### src/rtl/snn_noc_pkg.sv
// Shared NoC packet layout, packet type codes and phase encoding for the
// injection path between the memory interface and the NoC.
package snn_noc_pkg;

  localparam int SRC_MSB  = 63;
  localparam int SRC_LSB  = 60;
  localparam int DST_MSB  = 59;
  localparam int DST_LSB  = 56;
  localparam int TYPE_MSB = 55;
  localparam int TYPE_LSB = 54;

  localparam logic [1:0] INPUT_T  = 2'b00;
  localparam logic [1:0] KERNEL_T = 2'b01;
  localparam logic [1:0] OUTPUT_T = 2'b11;

  localparam logic [3:0] PE_ADDR_MEM  = 4'h0;
  localparam logic [3:0] PE_ADDR_NOC  = 4'h1;
  localparam logic [3:0] PE_ADDR_BCST = 4'hF;

  typedef enum logic {
    LOAD_FILT = 1'b0,
    STREAM    = 1'b1
  } phase_e;

  typedef enum logic {
    SRC_FLT = 1'b0,
    SRC_IFM = 1'b1
  } src_e;

endpackage

### src/rtl/noc_sync_fifo.sv
// Single-clock packet FIFO with a fall-through head and a registered occupancy
// count; the owner derives ready/empty from count_o.
module noc_sync_fifo #(
  parameter int WIDTH = 64,
  parameter int DEPTH = 4
) (
  input  logic                     clk,
  input  logic                     rst_n,
  input  logic                     push_i,
  input  logic [WIDTH-1:0]         data_i,
  input  logic                     pop_i,
  output logic [WIDTH-1:0]         head_o,
  output logic [$clog2(DEPTH):0]   count_o
);

  localparam int AW = $clog2(DEPTH);

  logic [WIDTH-1:0] mem_q [DEPTH];
  logic [AW-1:0]    wr_ptr_q;
  logic [AW-1:0]    rd_ptr_q;
  logic [AW:0]      count_q;
  logic [AW:0]      count_d;
  logic             do_push;
  logic             do_pop;

  assign do_push = push_i && (count_q != (AW+1)'(DEPTH));
  assign do_pop  = pop_i && (count_q != '0);

  always_comb begin
    count_d = count_q;
    if (do_push && !do_pop) begin
      count_d = count_q + 1'b1;
    end else if (!do_push && do_pop) begin
      count_d = count_q - 1'b1;
    end
  end

  // DEPTH is a power of two, so the pointers wrap naturally.
  always_ff @(posedge clk or negedge rst_n) begin
    if (!rst_n) begin
      wr_ptr_q <= '0;
      rd_ptr_q <= '0;
      count_q  <= '0;
    end else begin
      if (do_push) wr_ptr_q <= wr_ptr_q + 1'b1;
      if (do_pop)  rd_ptr_q <= rd_ptr_q + 1'b1;
      count_q <= count_d;
    end
  end

  always_ff @(posedge clk) begin
    if (do_push) mem_q[wr_ptr_q] <= data_i;
  end

  assign head_o  = mem_q[rd_ptr_q];
  assign count_o = count_q;

endmodule

### src/rtl/noc_inject_arbiter.sv
// NoC injection stage: buffers the filter and ifmap streams, injects all kernel
// packets first, then round-robins both sources onto one registered NoC port.
module noc_inject_arbiter
  import snn_noc_pkg::*;
#(
  parameter int WIDTH_NOC        = 64,
  parameter int FIFO_DEPTH       = 4,
  parameter int NUM_FILTERS      = 5,
  parameter int IFMAP_PKTS_PER_T = 25,
  parameter int T_WIDTH          = 8
) (
  input  logic                 clk,
  input  logic                 rst_n,
  input  logic                 flt_valid,
  output logic                 flt_ready,
  input  logic [WIDTH_NOC-1:0] flt_data,
  input  logic                 ifm_valid,
  output logic                 ifm_ready,
  input  logic [WIDTH_NOC-1:0] ifm_data,
  output logic                 noc_valid,
  input  logic                 noc_ready,
  output logic [WIDTH_NOC-1:0] noc_data,
  output logic                 filters_loaded,
  output logic                 step_done,
  output logic [T_WIDTH-1:0]   step_cnt,
  output logic                 type_err,
  output phase_e               phase_o
);

  localparam int CW = $clog2(FIFO_DEPTH) + 1;
  localparam int FW = $clog2(NUM_FILTERS + 1);
  localparam int IW = $clog2(IFMAP_PKTS_PER_T + 1);

  // Valid/ready: a transfer happens on a posedge where valid && ready. Input
  // ready comes from the registered FIFO count only; the output register
  // reloads when it is empty or the NoC takes the current packet.
  logic [WIDTH_NOC-1:0] flt_head, ifm_head;
  logic [CW-1:0]        flt_count, ifm_count;
  logic                 flt_push, ifm_push, flt_pop, ifm_pop;
  logic                 flt_req, ifm_req, out_free, gnt_valid;
  src_e                 gnt_src;

  phase_e               phase_q, phase_d;
  src_e                 rr_q, rr_d;
  logic [FW-1:0]        flt_cnt_q, flt_cnt_d;
  logic [IW-1:0]        ifm_cnt_q, ifm_cnt_d;
  logic [T_WIDTH-1:0]   step_cnt_q, step_cnt_d;
  logic                 step_done_q, step_done_d;
  logic                 type_err_q, type_err_d;
  logic                 noc_valid_q, noc_valid_d;
  logic [WIDTH_NOC-1:0] noc_data_q, noc_data_d;

  assign flt_ready = (flt_count < CW'(FIFO_DEPTH));
  assign ifm_ready = (ifm_count < CW'(FIFO_DEPTH));
  assign flt_push  = flt_valid && flt_ready;
  assign ifm_push  = ifm_valid && ifm_ready;

  noc_sync_fifo #(.WIDTH(WIDTH_NOC), .DEPTH(FIFO_DEPTH)) u_flt_fifo (
    .clk(clk), .rst_n(rst_n), .push_i(flt_push), .data_i(flt_data),
    .pop_i(flt_pop), .head_o(flt_head), .count_o(flt_count)
  );

  noc_sync_fifo #(.WIDTH(WIDTH_NOC), .DEPTH(FIFO_DEPTH)) u_ifm_fifo (
    .clk(clk), .rst_n(rst_n), .push_i(ifm_push), .data_i(ifm_data),
    .pop_i(ifm_pop), .head_o(ifm_head), .count_o(ifm_count)
  );

  assign flt_req  = (flt_count != '0);
  assign ifm_req  = (ifm_count != '0) && (phase_q == STREAM);
  assign out_free = !noc_valid_q || noc_ready;

  always_comb begin
    gnt_valid = 1'b0;
    gnt_src   = SRC_FLT;
    if (flt_req && ifm_req) begin
      gnt_valid = 1'b1;
      gnt_src   = rr_q;
    end else if (flt_req) begin
      gnt_valid = 1'b1;
      gnt_src   = SRC_FLT;
    end else if (ifm_req) begin
      gnt_valid = 1'b1;
      gnt_src   = SRC_IFM;
    end
  end

  always_comb begin
    phase_d     = phase_q;
    rr_d        = rr_q;
    flt_cnt_d   = flt_cnt_q;
    ifm_cnt_d   = ifm_cnt_q;
    step_cnt_d  = step_cnt_q;
    step_done_d = 1'b0;
    type_err_d  = type_err_q;
    noc_valid_d = noc_valid_q;
    noc_data_d  = noc_data_q;
    flt_pop     = 1'b0;
    ifm_pop     = 1'b0;
    if (out_free) begin
      noc_valid_d = 1'b0;
      if (gnt_valid) begin
        // A wrong-typed head is dropped but still uses up its source's turn.
        if (phase_q == STREAM) rr_d = (gnt_src == SRC_FLT) ? SRC_IFM : SRC_FLT;
        if (gnt_src == SRC_FLT) begin
          flt_pop = 1'b1;
          if (flt_head[TYPE_MSB:TYPE_LSB] == KERNEL_T) begin
            noc_valid_d = 1'b1;
            noc_data_d  = flt_head;
            if (phase_q == LOAD_FILT) begin
              flt_cnt_d = flt_cnt_q + 1'b1;
              if (flt_cnt_q == FW'(NUM_FILTERS - 1)) phase_d = STREAM;
            end
          end else begin
            type_err_d = 1'b1;
          end
        end else begin
          ifm_pop = 1'b1;
          if (ifm_head[TYPE_MSB:TYPE_LSB] == INPUT_T) begin
            noc_valid_d = 1'b1;
            noc_data_d  = ifm_head;
            if (ifm_cnt_q == IW'(IFMAP_PKTS_PER_T - 1)) begin
              ifm_cnt_d   = '0;
              step_done_d = 1'b1;
              step_cnt_d  = step_cnt_q + T_WIDTH'(1);
            end else begin
              ifm_cnt_d = ifm_cnt_q + 1'b1;
            end
          end else begin
            type_err_d = 1'b1;
          end
        end
      end
    end
  end

  always_ff @(posedge clk or negedge rst_n) begin
    if (!rst_n) begin
      phase_q     <= LOAD_FILT;
      rr_q        <= SRC_FLT;
      flt_cnt_q   <= '0;
      ifm_cnt_q   <= '0;
      step_cnt_q  <= '0;
      step_done_q <= 1'b0;
      type_err_q  <= 1'b0;
      noc_valid_q <= 1'b0;
      noc_data_q  <= '0;
    end else begin
      phase_q     <= phase_d;
      rr_q        <= rr_d;
      flt_cnt_q   <= flt_cnt_d;
      ifm_cnt_q   <= ifm_cnt_d;
      step_cnt_q  <= step_cnt_d;
      step_done_q <= step_done_d;
      type_err_q  <= type_err_d;
      noc_valid_q <= noc_valid_d;
      noc_data_q  <= noc_data_d;
    end
  end

  assign noc_valid      = noc_valid_q;
  assign noc_data       = noc_data_q;
  assign filters_loaded = (phase_q == STREAM);
  assign step_done      = step_done_q;
  assign step_cnt       = step_cnt_q;
  assign type_err       = type_err_q;
  assign phase_o        = phase_q;

endmodule

### config.mk
export PLATFORM = sky130hd
export DESIGN_NAME = noc_inject_arbiter
export DESIGN_NICKNAME = d
export VERILOG_FILES = /design/src/rtl/snn_noc_pkg.sv /design/src/rtl/noc_sync_fifo.sv /design/src/rtl/noc_inject_arbiter.sv
export SDC_FILE = /design/constraint.sdc
export NUM_CORES = 1
export LEC_CHECK = 0
export CORE_MARGIN = 2
export CORE_UTILIZATION = 65
export DETAILED_ROUTE_END_ITERATION = 16
export DONT_BUFFER_PORTS = 1
export GPL_TIMING_DRIVEN = 1
export HOLD_SLACK_MARGIN = 0.05
export PLACE_DENSITY = 0.82
export RECOVER_POWER = 50
export SETUP_SLACK_MARGIN = 0.15
export SYNTH_ARGS = -nofsm -noshare
export SYNTH_HDL_FRONTEND = slang
export SYNTH_SLANG_ARGS = --single-unit
### constraint.sdc
create_clock -name clk -period 4.75 [get_ports clk]
set_clock_uncertainty 0.05 [all_clocks]
set_input_delay 1.425 -clock clk [delete_from_list [all_inputs] [get_ports clk]]
set_output_delay 1.425 -clock clk [all_outputs]
set_load 0.005 [all_outputs]
==> Implementation_results.wiki, run 1 <==
{| class="wikitable"
! Metric !! Value
|-
| Final period demand of the worst path || 3.47 ns
|-
| Total setup buffers inserted after CTS || 0
|-
| Die Area || 0.0380 mm²
|-
| Hold Crit Endpoint || flt_cnt_q[2]
|-
| Leakage power total || 9.01 nW
|-
| Critical Path RT || 5.18 ns
|-
| Clock slew at reported path FFs || 0.06 ns
|-
| Number of optimization iterations in the first detailed-route pass || 5
|-
| Number of buffers inserted for hold repair after clock tree synthesis || 0
|-
| Final Hold Vio Count || 0
|-
| Cell count after synthesis || 1,178
|-
| Mux contribution to synthesized area || 0.161
|-
| Starting density of the core || 0.663
|-
| I/O Pins || 212
|-
| Max-cap violations || 2
|-
| Routed length on met1 || 17.9 mm
|-
| Total count of max-transition violations in the final report || 110
|-
| H-Tree Level Count || 2
|-
| Hold path startpoint || flt_cnt_q[2]
|-
| Net count after synthesis || 1,328
|-
| Via density || 6.37
|-
| Critical Path End Type || flop
|-
| Multi-input logic area || 0.00548 mm²
|-
| Number of core rows || 69
|-
| R2R cell count || 5
|-
| Clk sink count || 611
|-
| Routed length on met3 || 4.03 mm
|-
| Dominant combinational cell family by area after synthesis || multiplexers
|-
| Port-buffer cells || 0
|-
| Antenna violations before repair || 1
|-
| Area delta synth->final || 9.17%
|-
| Core region area || 0.0357 mm²
|-
| Cell area after synthesis || 0.0237 mm²
|-
| Distinct cell type count of the synthesized netlist || 49
|-
| Maximum number of pins on one net before global-route repair || 100
|-
| Path type of the worst setup path || reg -> reg
|-
| Cells on Worst Hold Path || 1
|-
| Buffer type at the clock tree root || sky130_fd_sc_hd__clkbuf_16
|-
| DRC || 0
|-
| Clock buffer depth || 3
|-
| Max_slew headroom || -0.359
|-
| DP Area || 0.0241 mm²
|-
| Worst-skew pair later-pin latency || 0.59 ns
|-
| Power per cell area || 656 mW/mm²
|-
| Run status || complete, but fails checks
|-
| Post-synthesis sequential area ratio || 0.753
|-
| Max Used Layer || met4
|-
| Setup TNS || 0 ns
|-
| TritonCTS clock tree || done
|-
| Highest ir drop seen on vdd || 537 µV
|-
| Unrepaired setup endpoints after global routing || no
|-
| Sequential Area || 0.0179 mm²
|-
| Post-DP HPWL || 26.1 mm
|-
| Chip width || 195 µm
|-
| Final global-route overflow total || 0
|-
| FILL cells || 1,996
|-
| Wire length on met2 || 23.9 mm
|-
| Total via count after detailed routing || 10.9k
|-
| Height of the chip || 195 µm
|-
| Worst reg-to-reg setup slack || 1.28 ns
|-
| Clock buffer count from CTS || 57
|-
| Adder-Cell Fraction of Synth Area || 0.00961
|-
| Slew at the pin with the worst max-slew slack || 2.04 ns
|-
| Basic-gate share of the synthesized area counting and, or, nand and nor cells || 0.0456
|-
| Commonest cells after routing, fill and taps aside || sky130_fd_sc_hd__edfxtp_1 (512), sky130_fd_sc_hd__nand2_1 (200), sky130_fd_sc_hd__mux4_2 (127)
|-
| Critical Path Source Type || flop
|-
| Final count of negative-setup-slack endpoints || 0
|-
| Global-route wire length before repair || 71.4 mm
|-
| Wire length per cell after detailed routing || 27.8 µm
|-
| Initial DRC Count || 919
|-
| Layout cells sized above 1 || 0.245
|-
| Via count of the first global-routing pass || 11.6k
|-
| Average cell area after synthesis || 20.1 µm²
|-
| Routability congestion estimate from global placement || 0.735
|-
| Most frequent standard cell in the layout excluding fill and tap cells || sky130_fd_sc_hd__edfxtp_1
|-
| Warnings from Yosys || 0
|-
| Total number of nets in the final design || 1,344
|-
| Crit Reg-Reg Endpoint || noc_data[37]
|-
| Synthesized-area fraction occupied by ao, oa, aoi and oai cells || 0.00634
|-
| Type of the most critical hold path || reg -> reg
|-
| Xor and xnor area share after synthesis || 0.00776
|-
| Number of storage elements in the synthesis netlist || 611
|-
| FF-to-FF Start || u_flt_fifo.rd_ptr_q[0]
|-
| Violations in the final reports || max-capacitance violations, max-slew violations
|-
| Residual antenna-violating net count after detailed routing || 0
|-
| Total track usage || 0.257
|-
| Part of the cycle the worst path needs || 0.730
|-
| Total routed wirelength || 47.3 mm
|-
| Worst-path maximum fanout || 44
|-
| Final cell area excluding filler cells || 0.0259 mm²
|-
| Quantity of gates resized following cts || 0
|-
| Max Clk Rate || 288 MHz
|-
| Critical path data arrival time || 3.89 ns
|}
[cells in the mapped netlist (all sizes together)]
cell	count	area share
mux2	66	0.041
nor2b	3	0.00079
fa	2	0.0017
xor2	3	0.0011
nand2b	5	0.0013
clkbuf	19	0.0030
ha	15	0.0079
o21ai	6	0.0014
or2	5	0.0013
and2	10	0.0026
a31o	1	0.00037
nand2	202	0.032
nand4	4	0.0011
edfxtp	512	0.65
a21oi	2	0.00042
a21o	3	0.00095
o31a	1	0.00037
a22o	1	0.00037
o21a	1	0.00032
o31ai	2	0.00063
dfrtp	99	0.10
a311oi	1	0.00037
nand3	5	0.0011
xnor2	18	0.0067
o211ai	1	0.00032
nor3b	1	0.00032
nand4b	1	0.00037
a31oi	1	0.00026
and2b	1	0.00037
nor3	3	0.0018
mux4	127	0.12
nor2	7	0.0011
a211oi	1	0.00053
and3	3	0.0010
inv	14	0.0022
buf	32	0.011
[metrics by stage]
step / power [mW] / utilization / setup WS (ns) / hold slack [ns] / cells
floorplan: 11.5 / - / 0.966 / 0.395 / 1178
global placement: 12.4 / 0.673 / 1.31 / 0.412 / 1596
detailed placement: 12.6 / 0.673 / 1.23 / 0.424 / 1596
CTS: 17.1 / 0.724 / 1.68 / 0.426 / 1702
global route: 17.7 / 0.724 / 0.965 / 0.447 / 1703
finish: 17.0 / 0.724 / 1.28 / 0.432 / 1703
[sequential cells by signal (all words and copies together) (netlist names)]
register	flops
u_flt_fifo.mem_q	256
u_ifm_fifo.mem_q	256
noc_data	64
step_cnt	8
ifm_cnt_q	5
flt_cnt_q	3
u_flt_fifo.count_o	3
u_ifm_fifo.count_o	3
u_flt_fifo.rd_ptr_q	2
u_flt_fifo.wr_ptr_q	2
u_ifm_fifo.rd_ptr_q	2
u_ifm_fifo.wr_ptr_q	2
filters_loaded	1
noc_valid	1
rr_q	1
step_done	1
type_err	1
[where the power goes]
part	internal, mW	switching [mW]
logic	2.49	2.54
registers	6.91	0.649
clock network	2.51	1.86
total	11.9	5.05
[how the worst max path moves through the flow]
stage,startpoint,end,slack [ns],cells after the start
floorplan,flt_valid,u_flt_fifo.mem_q[0][0],0.97,3
global placement,noc_ready,noc_data[36],1.31,5
detailed placement,noc_ready,noc_data[39],1.23,5
CTS,u_flt_fifo.rd_ptr_q[0],noc_data[29],1.68,5
global route,u_flt_fifo.rd_ptr_q[0],noc_data[37],0.97,5
finish,u_flt_fifo.rd_ptr_q[0],noc_data[37],1.28,5
[per-layer routing]
layer | vias up | track usage
li1 | 4606 | -
met1 | 5697 | 0.335
met2 | 462 | 0.425
met3 | 89 | 0.0678
met4 | 0 | 0.0939
met5 | - | 0
[worst max-delay path: stages, from the launching register on]
cell	delay (ns)
sky130_fd_sc_hd__dfrtp_4	0.74
sky130_fd_sc_hd__clkbuf_2	1.36
sky130_fd_sc_hd__mux4_2	0.69
sky130_fd_sc_hd__nand2_1	0.11
sky130_fd_sc_hd__nand2_1	0.12
sky130_fd_sc_hd__mux2_4	0.27
[kinds of logic after synthesis]
group / Yosys count
flip-flops: 611
XOR/XNOR: 21
multiplexers: 193
AND/OR/NAND/NOR: 250
adder cells (fa/ha/maj): 17
AO/OA/AOI/OAI: 21
buffers and inverters: 65
[area by class of cell]
type                       count  share of cell area
antenna                        1           0.0000967
clock buffer                  83              0.0637
tap                          461              0.0223
multi-input combinational    502               0.212
sequential                   611               0.691
inverter                      14             0.00203
timing repair buffer           8             0.00261
clock inverter                23             0.00696
No activity file was read; power rests on OpenSTA's default activity.
==> run 2: changes to the inputs <==
Settings changed: CORE_UTILIZATION 65 to 63, PLACE_DENSITY 0.82 to 0.8.
Clock period 4.75 ns to 3.62 ns, I/O delays scaled along.
==> run 2 against run 1 <==
Compared with the run above: the run now ends clean; sequential power is 30% higher; design area is 1.6% higher; clock-buffer cell count shrank 16; final cell count increased by 1.8%; setup slack worse by 0.41 ns; worst hold slack got worse by 0.31 ns; largest cell class unchanged; largest power group unchanged; highest routed layer unchanged.
==> Implementation_results.wiki, run 2 (synthesized netlist as in run 1, its figures left out) <==
{| class="wikitable"
! Metric !! Value
|-
| Buf+Inv Stages, Crit Path || 2 (+1)
|-
| Initial DRC Count || 925 (+0.65%)
|-
| Leakage power total || 9.20 nW (+2.0%)
|-
| Critical Path RT || 4.06 ns (-1.12 ns)
|-
| Clk sink count || 611 (unchanged)
|-
| Max Clk Rate || 364 MHz (+26%)
|-
| Run status || finished clean
|-
| Core region area || 0.0373 mm² (+4.4%)
|-
| Height of the chip || 198 µm (+1.5%)
|-
| Most frequent standard cell in the layout excluding fill and tap cells || sky130_fd_sc_hd__edfxtp_1
|-
| Kind of cell with the highest combined delay on the critical path || compound AO/OA/AOI/OAI gates
|-
| Crit-path slowest cell || sky130_fd_sc_hd__a211oi_1
|-
| Post-layout power || 22.7 mW (+34%)
|-
| Final global-route overflow total || 0 (unchanged)
|-
| Post-DP HPWL || 29.0 mm (+11%)
|-
| Final period demand of the worst path || 2.75 ns (-0.719 ns)
|-
| Total routed wirelength || 50.4 mm (+6.6%)
|-
| Wire length per cell after detailed routing || 29.1 µm (+4.7%)
|-
| Total count of max-transition violations in the final report || 0 (-100%)
|-
| Ordered cell list for the critical path || o31a_1, a211oi_1, clkinv_1, ha_1, inv_1, fa_1, mux2_2
|-
| Biggest cell delay along the critical path || 0.45 ns (-0.91 ns)
|-
| Highest ir drop seen on vdd || 779 µV (+45%)
|-
| I/O Pins || 212 (unchanged)
|-
| Via density || 6.46 (+1.3%)
|-
| Quantity of gates resized following cts || 0 (unchanged)
|-
| DRC || 0 (unchanged)
|-
| Total via count after detailed routing || 11.2k (+3.1%)
|-
| Global-route wire length before repair || 75.0 mm (+5.0%)
|-
| Total track usage || 0.268 (+0.0108)
|-
| Number of optimization iterations in the first detailed-route pass || 5 (unchanged)
|-
| Critical Path End Type || flop
|-
| Die Area || 0.0392 mm² (+3.1%)
|-
| Combinational share of power || 0.300 (+0.003)
|-
| Max_slew headroom || 0.301 (+0.659)
|-
| Register share of total power || 0.432 (-0.014)
|-
| Max-cap violations || 0 (-2)
|-
| Clock slew at reported path FFs || 0.06 ns (about the same)
|-
| Port-buffer cells || 0 (unchanged)
|-
| Share of total power in the clock network || 0.268 (+0.011)
|-
| Cell-internal power || 15.9 mW (+33%)
|-
| Antenna Cells || 0 (-1)
|-
| Clock buffer depth || 3 (unchanged)
|-
| Critical Path Source Type || flop
|-
| Net switching power || 6.80 mW (+35%)
|-
| Area delta synth->final || 10.9%
|-
| Total setup buffers inserted after CTS || 0 (unchanged)
|-
| Antenna violations before repair || 0 (-1)
|-
| Routability congestion estimate from global placement || 0.733 (-0.39%)
|-
| Residual antenna-violating net count after detailed routing || 0 (unchanged)
|-
| Layout cells sized above 1 || 0.259 (+0.0138)
|-
| Buffer type at the clock tree root || sky130_fd_sc_hd__clkbuf_16
|-
| Path type of the worst setup path || reg -> reg
|-
| Worst-skew pair later-pin latency || 0.62 ns (+0.03 ns)
|-
| Critical path data arrival time || 3.19 ns (-0.70 ns)
|-
| Maximum number of pins on one net before global-route repair || 100 (unchanged)
|-
| Via count of the first global-routing pass || 11.7k (+0.79%)
|-
| Type of the most critical hold path || in -> async
|-
| Number of core rows || 71 (+2.9%)
|-
| Clock buffer count from CTS || 58 (+1.8%)
|-
| Commonest cells after routing, fill and taps aside || sky130_fd_sc_hd__edfxtp_1 (512), sky130_fd_sc_hd__nand2_1 (200), sky130_fd_sc_hd__mux4_2 (127)
|-
| Final Hold Vio Count || 0 (unchanged)
|-
| Slew at the pin with the worst max-slew slack || 1.05 ns (-0.989 ns)
|-
| Setup TNS || 0 ns (unchanged)
|-
| Total number of nets in the final design || 1,361 (+1.3%)
|-
| Power per cell area || 864 mW/mm² (+32%)
|-
| Starting density of the core || 0.635 (-0.0279)
|-
| Part of the cycle the worst path needs || 0.759 (+0.0291)
|-
| TritonCTS clock tree || done
|-
| Unrepaired setup endpoints after global routing || no
|-
| Number of buffers inserted for hold repair after clock tree synthesis || 0 (unchanged)
|-
| Final count of negative-setup-slack endpoints || 0 (unchanged)
|-
| H-Tree Level Count || 2 (unchanged)
|-
| Chip width || 198 µm (+1.5%)
|-
| Worst-path maximum fanout || 5 (-89%)
|-
| Switching part of the total || 0.300 (+0.00210)
|}
run 2: cell types whose count changed in the layout (fill, tap and decap cells not counted), moves of 3 or more:
cell / before / now
sky130_fd_sc_hd__buf_12: 1 / 13
sky130_fd_sc_hd__clkbuf_1: 16 / 9
sky130_fd_sc_hd__clkinv_1: 7 / 14
sky130_fd_sc_hd__clkbuf_8: 8 / 0
sky130_fd_sc_hd__buf_4: 5 / 11
sky130_fd_sc_hd__clkinv_2: 10 / 13
sky130_fd_sc_hd__bufinv_16: 2 / 8
run 2: final cells by class:
cell class | count | area [µm²]
clock inverter | 42 | 439
fill | 2111 | 11000
timing repair buffer | 24 | 343
inverter | 14 | 52.6
sequential | 611 | 17900
clock buffer | 67 | 1490
multi-input combinational | 502 | 5490
tap | 474 | 593
run 2: path summary, 6_finish.rpt:
kind                                       start               endpoint  slack [ns]  cells past startpoint
hold reg to reg                     flt_cnt_q[2]           flt_cnt_q[2]        0.43                      1
min in group clk                    flt_cnt_q[2]           flt_cnt_q[2]        0.43                      1
max in group asynchronous                  rst_n           noc_data[36]        3.22                      0
hold / removal                             rst_n           noc_data[53]        0.12                      0
setup reg to reg           u_ifm_fifo.count_o[0]  u_flt_fifo.count_o[1]        0.87                      7
setup / recovery           u_ifm_fifo.count_o[0]  u_flt_fifo.count_o[1]        0.87                      7
run 2: power by group through the flow:
stage               registers [mW]  logic (mW)  clock network, mW
finish                        9.80        6.81               6.09
global route                  9.92        7.32               6.43
CTS                           9.81        6.91               6.17
detailed placement            9.90        6.77                  0
global placement              9.83        6.64                  0
floorplan                     9.62        5.51                  0
run 2: through the flow:
| step | setup slack [ns] | cells | hold WS [ns] | utilization | instance area [µm²] |
|---|---|---|---|---|---|
| 2_1_floorplan | 0.175 | 1178 | 0.395 | - | 23700 |
| 3_3_place_gp | 0.777 | 1625 | 0.411 | 0.653 | 24400 |
| 3_5_place_dp | 0.708 | 1625 | 0.424 | 0.653 | 24400 |
| 4_1_cts | 1.01 | 1734 | 0.0931 | 0.704 | 26300 |
| 5_1_grt | 0.712 | 1734 | 0.103 | 0.704 | 26300 |
| 6_report | 0.872 | 1734 | 0.125 | 0.704 | 26300 |
run 2: routing by layer:
metal / vias up / part of all wire / track usage
li1: 4642 / - / -
met1: 5874 / 0.37 / 0.351
met2: 584 / 0.50 / 0.435
met3: 95 / 0.097 / 0.0765
met4: 0 / 0.031 / 0.0964
met5: - / 0 / 0
==> run 3: changes to the inputs <==
Clock period 3.62 ns to 2.55 ns, I/O delays scaled along.
==> run 3 against run 2 <==
Compared with the run above: the flow now finishes with violations (negative hold slack); sequential share of layout area is 1.1 points lower; register-to-register slack got worse by 0.70 ns; sequential power rose by 42%; final cell count up 0.92%; worst hold slack got worse by 0.32 ns; routed wire length down 5.2%; first-iteration DRC count rose by 1.2%; total power rose by 46%; setup slack worse by 0.70 ns; maximum frequency increased by 16%; largest power group unchanged; highest routed layer unchanged.
==> Implementation_results.wiki, run 3 (synthesized netlist as in run 1, its figures left out) <==
{| class="wikitable"
! Metric !! Value
|-
| Run status || complete, but fails checks
|-
| Violations in the final reports || negative hold slack
|-
| H-Tree Level Count || 2 (unchanged)
|-
| Slew at the pin with the worst max-slew slack || 0.651 ns (-0.398 ns)
|-
| Max Clk Rate || 421 MHz (+16%)
|-
| Worst-skew pair later-pin latency || 0.60 ns (-0.02 ns)
|-
| Starting density of the core || 0.635 (unchanged)
|-
| Chip width || 198 µm (unchanged)
|-
| Antenna violations before repair || 0 (unchanged)
|-
| Instance count on the critical path || 6 (-1)
|-
| Number of core rows || 71 (unchanged)
|-
| Critical Path End Type || flop
|-
| R2R cell count || 6 (-1)
|-
| Type of the most critical hold path || in -> async
|-
| Switching part of the total || 0.291 (-0.00822)
|-
| Worst-path maximum fanout || 34 (+29)
|-
| Net switching power || 9.64 mW (+42%)
|-
| Maximum number of pins on one net before global-route repair || 100 (unchanged)
|-
| Clock slew at reported path FFs || 0.06 ns (about the same)
|-
| Final count of negative-setup-slack endpoints || 0 (unchanged)
|-
| Cell-internal power || 23.4 mW (+47%)
|-
| Post-route worst setup slack || 0.175 ns (-0.698 ns)
|-
| Power per cell area || 1240 mW/mm² (+43%)
|-
| TritonCTS clock tree || done
|-
| Total via count after detailed routing || 11.0k (-1.6%)
|-
| Residual antenna-violating net count after detailed routing || 0 (unchanged)
|-
| Global-route wire length before repair || 71.4 mm (-4.7%)
|-
| DRC || 0 (unchanged)
|-
| Register share of total power || 0.419 (-0.013)
|-
| Share of total power in the clock network || 0.278 (+0.010)
|-
| Placed cell count || 1,640 (+0.92%)
|-
| Ordered cell list for the critical path || or2_0, mux4_2, nand2_2, and3_4, buf_16, mux2_2
|-
| Wire length per cell after detailed routing || 27.3 µm (-6.0%)
|-
| Final period demand of the worst path || 2.38 ns (-0.372 ns)
|-
| Critical Path Source Type || flop
|-
| Height of the chip || 198 µm (unchanged)
|-
| Total setup buffers inserted after CTS || 0 (unchanged)
|-
| Layout cells sized above 1 || 0.278 (+0.0189)
|-
| Part of the cycle the worst path needs || 0.932 (+0.172)
|-
| Buf+Inv Stages, Crit Path || 1 (-1)
|-
| FF-to-FF Start || u_ifm_fifo.mem_q[3][55]
|-
| Total number of nets in the final design || 1,376 (+1.1%)
|-
| Worst-case hold slack || -0.195 ns (-0.320 ns)
|-
| Buffer type at the clock tree root || sky130_fd_sc_hd__clkbuf_16
|-
| Final cell area excluding filler cells || 0.0267 mm² (+1.7%)
|-
| Final global-route overflow total || 0 (unchanged)
|-
| Kind of cell with the highest combined delay on the critical path || multiplexers
|-
| Port-buffer cells || 0 (unchanged)
|-
| Commonest cells after routing, fill and taps aside || sky130_fd_sc_hd__edfxtp_1 (512), sky130_fd_sc_hd__nand2_1 (200), sky130_fd_sc_hd__mux4_2 (127)
|-
| Via count of the first global-routing pass || 11.7k (-0.44%)
|-
| Clock buffer depth || 3 (unchanged)
|-
| Filler-free cell count of the finished design || 1,750 (+0.92%)
|-
| Max_slew headroom || 0.566 (+0.265)
|-
| Routability congestion estimate from global placement || 0.741 (+1.2%)
|-
| Post-DP HPWL || 27.5 mm (-5.1%)
|-
| Critical path data arrival time || 2.80 ns (-0.39 ns)
|-
| Max-cap violations || 0 (unchanged)
|-
| Crit-path slowest cell || sky130_fd_sc_hd__mux4_2
|-
| Leakage power total || 9.41 nW (+2.3%)
|-
| Highest ir drop seen on vdd || 853 µV (+9.6%)
|-
| Critical Path RT || 2.98 ns (-1.08 ns)
|-
| Path type of the worst setup path || reg -> reg
|-
| Biggest cell delay along the critical path || 0.54 ns (+0.09 ns)
|-
| Utilization of the core after routing || 0.716 (+0.0120)
|-
| Clk sink count || 611 (unchanged)
|-
| DP Area || 0.0246 mm² (+1.1%)
|-
| Area delta synth->final || 12.8%
|-
| Die Area || 0.0392 mm² (unchanged)
|-
| Via density || 6.29 (-2.5%)
|-
| Unrepaired setup endpoints after global routing || yes
|-
| Core region area || 0.0373 mm² (unchanged)
|-
| Initial DRC Count || 936 (+1.2%)
|-
| Total count of max-transition violations in the final report || 0 (unchanged)
|-
| Final Hold Vio Count || 99 (+99)
|-
| Total track usage || 0.252 (-0.0157)
|-
| I/O Pins || 212 (unchanged)
|-
| Clock buffer count from CTS || 58 (unchanged)
|-
| Combinational share of power || 0.304 (+0.004)
|-
| Launching instance or port of the critical path || u_ifm_fifo.mem_q[3][55]
|-
| Number of optimization iterations in the first detailed-route pass || 5 (unchanged)
|-
| Worst slack at placement || 0.130 ns (-0.578 ns)
|-
| Most frequent standard cell in the layout excluding fill and tap cells || sky130_fd_sc_hd__edfxtp_1
|-
| Setup TNS || 0 ns (unchanged)
|-
| Total routed wirelength || 47.8 mm (-5.2%)
|}
==> run 3: worst paths after layout <==
| kind | end | slack [ns] |
|---|---|---|
| max | noc_data[5] | 0.17 |
| max in group asynchronous | noc_data[63] | 2.42 |
| min | step_cnt[7] | -0.19 |
| min in group clk | u_flt_fifo.mem_q[0][31] | 0.20 |
| min reg2reg | flt_cnt_q[2] | 0.43 |
| max reg2reg | noc_data[5] | 0.17 |
==> run 3: per-stage QoR <==
step / power, mW / hold slack, ns
after CTS: 33.4 / -0.232
after floorplan: 21.4 / 0.395
final: 33.1 / -0.195
after global placement: 23.7 / 0.412
after global routing: 34.5 / -0.220
after detailed placement: 24.1 / 0.416
==> run 3: worst register-to-register path, cell delays in order (launching register included) <==
cell and delay [ns]:
sky130_fd_sc_hd__edfxtp_1 0.39, sky130_fd_sc_hd__or2_0 0.23, sky130_fd_sc_hd__mux4_2 0.54, sky130_fd_sc_hd__nand2_2 0.11, sky130_fd_sc_hd__and3_4 0.24, sky130_fd_sc_hd__buf_16 0.26
sky130_fd_sc_hd__mux2_2 0.44
==> run 3: power groups by stage <==
stage / Sequential (mW) / Combinational (mW) / Clock (mW)
2_1_floorplan: 13.6 / 7.83 / 0
3_3_place_gp: 13.9 / 9.81 / 0
3_5_place_dp: 14.0 / 10.1 / 0
4_1_cts: 13.9 / 10.2 / 9.33
5_1_grt: 14.0 / 10.8 / 9.70
6_report: 13.9 / 10.0 / 9.18
==> run 3: area by class of cell <==
cell class / count / area, µm²
clock buffer: 77 / 1660
antenna: 1 / 2.50
clock inverter: 32 / 427
multi-input combinational: 502 / 5500
inverter: 14 / 52.6
fill: 2131 / 10600
sequential: 611 / 17900
timing repair buffer: 39 / 618
tap: 474 / 593
==> run 3: what timing repair did <==
| action | in CTS | in global routing |
|---|---|---|
| endpoints found under the hold margin | 99 | 99 |
| gates resized for setup | 0 | 1 |
| endpoints found under the setup margin | 0 | 31 |
==> run 3: per-layer routing <==
layer  vias to the layer above  share of wire  routed length, µm  GRT usage
met5                         -              0                  0          0
met4                         0          0.030               1430     0.0977
met3                        88          0.086               4090     0.0676
met2                       428           0.50              23900      0.412
met1                      5814           0.38              18400      0.328
li1                       4681              -                  -          -
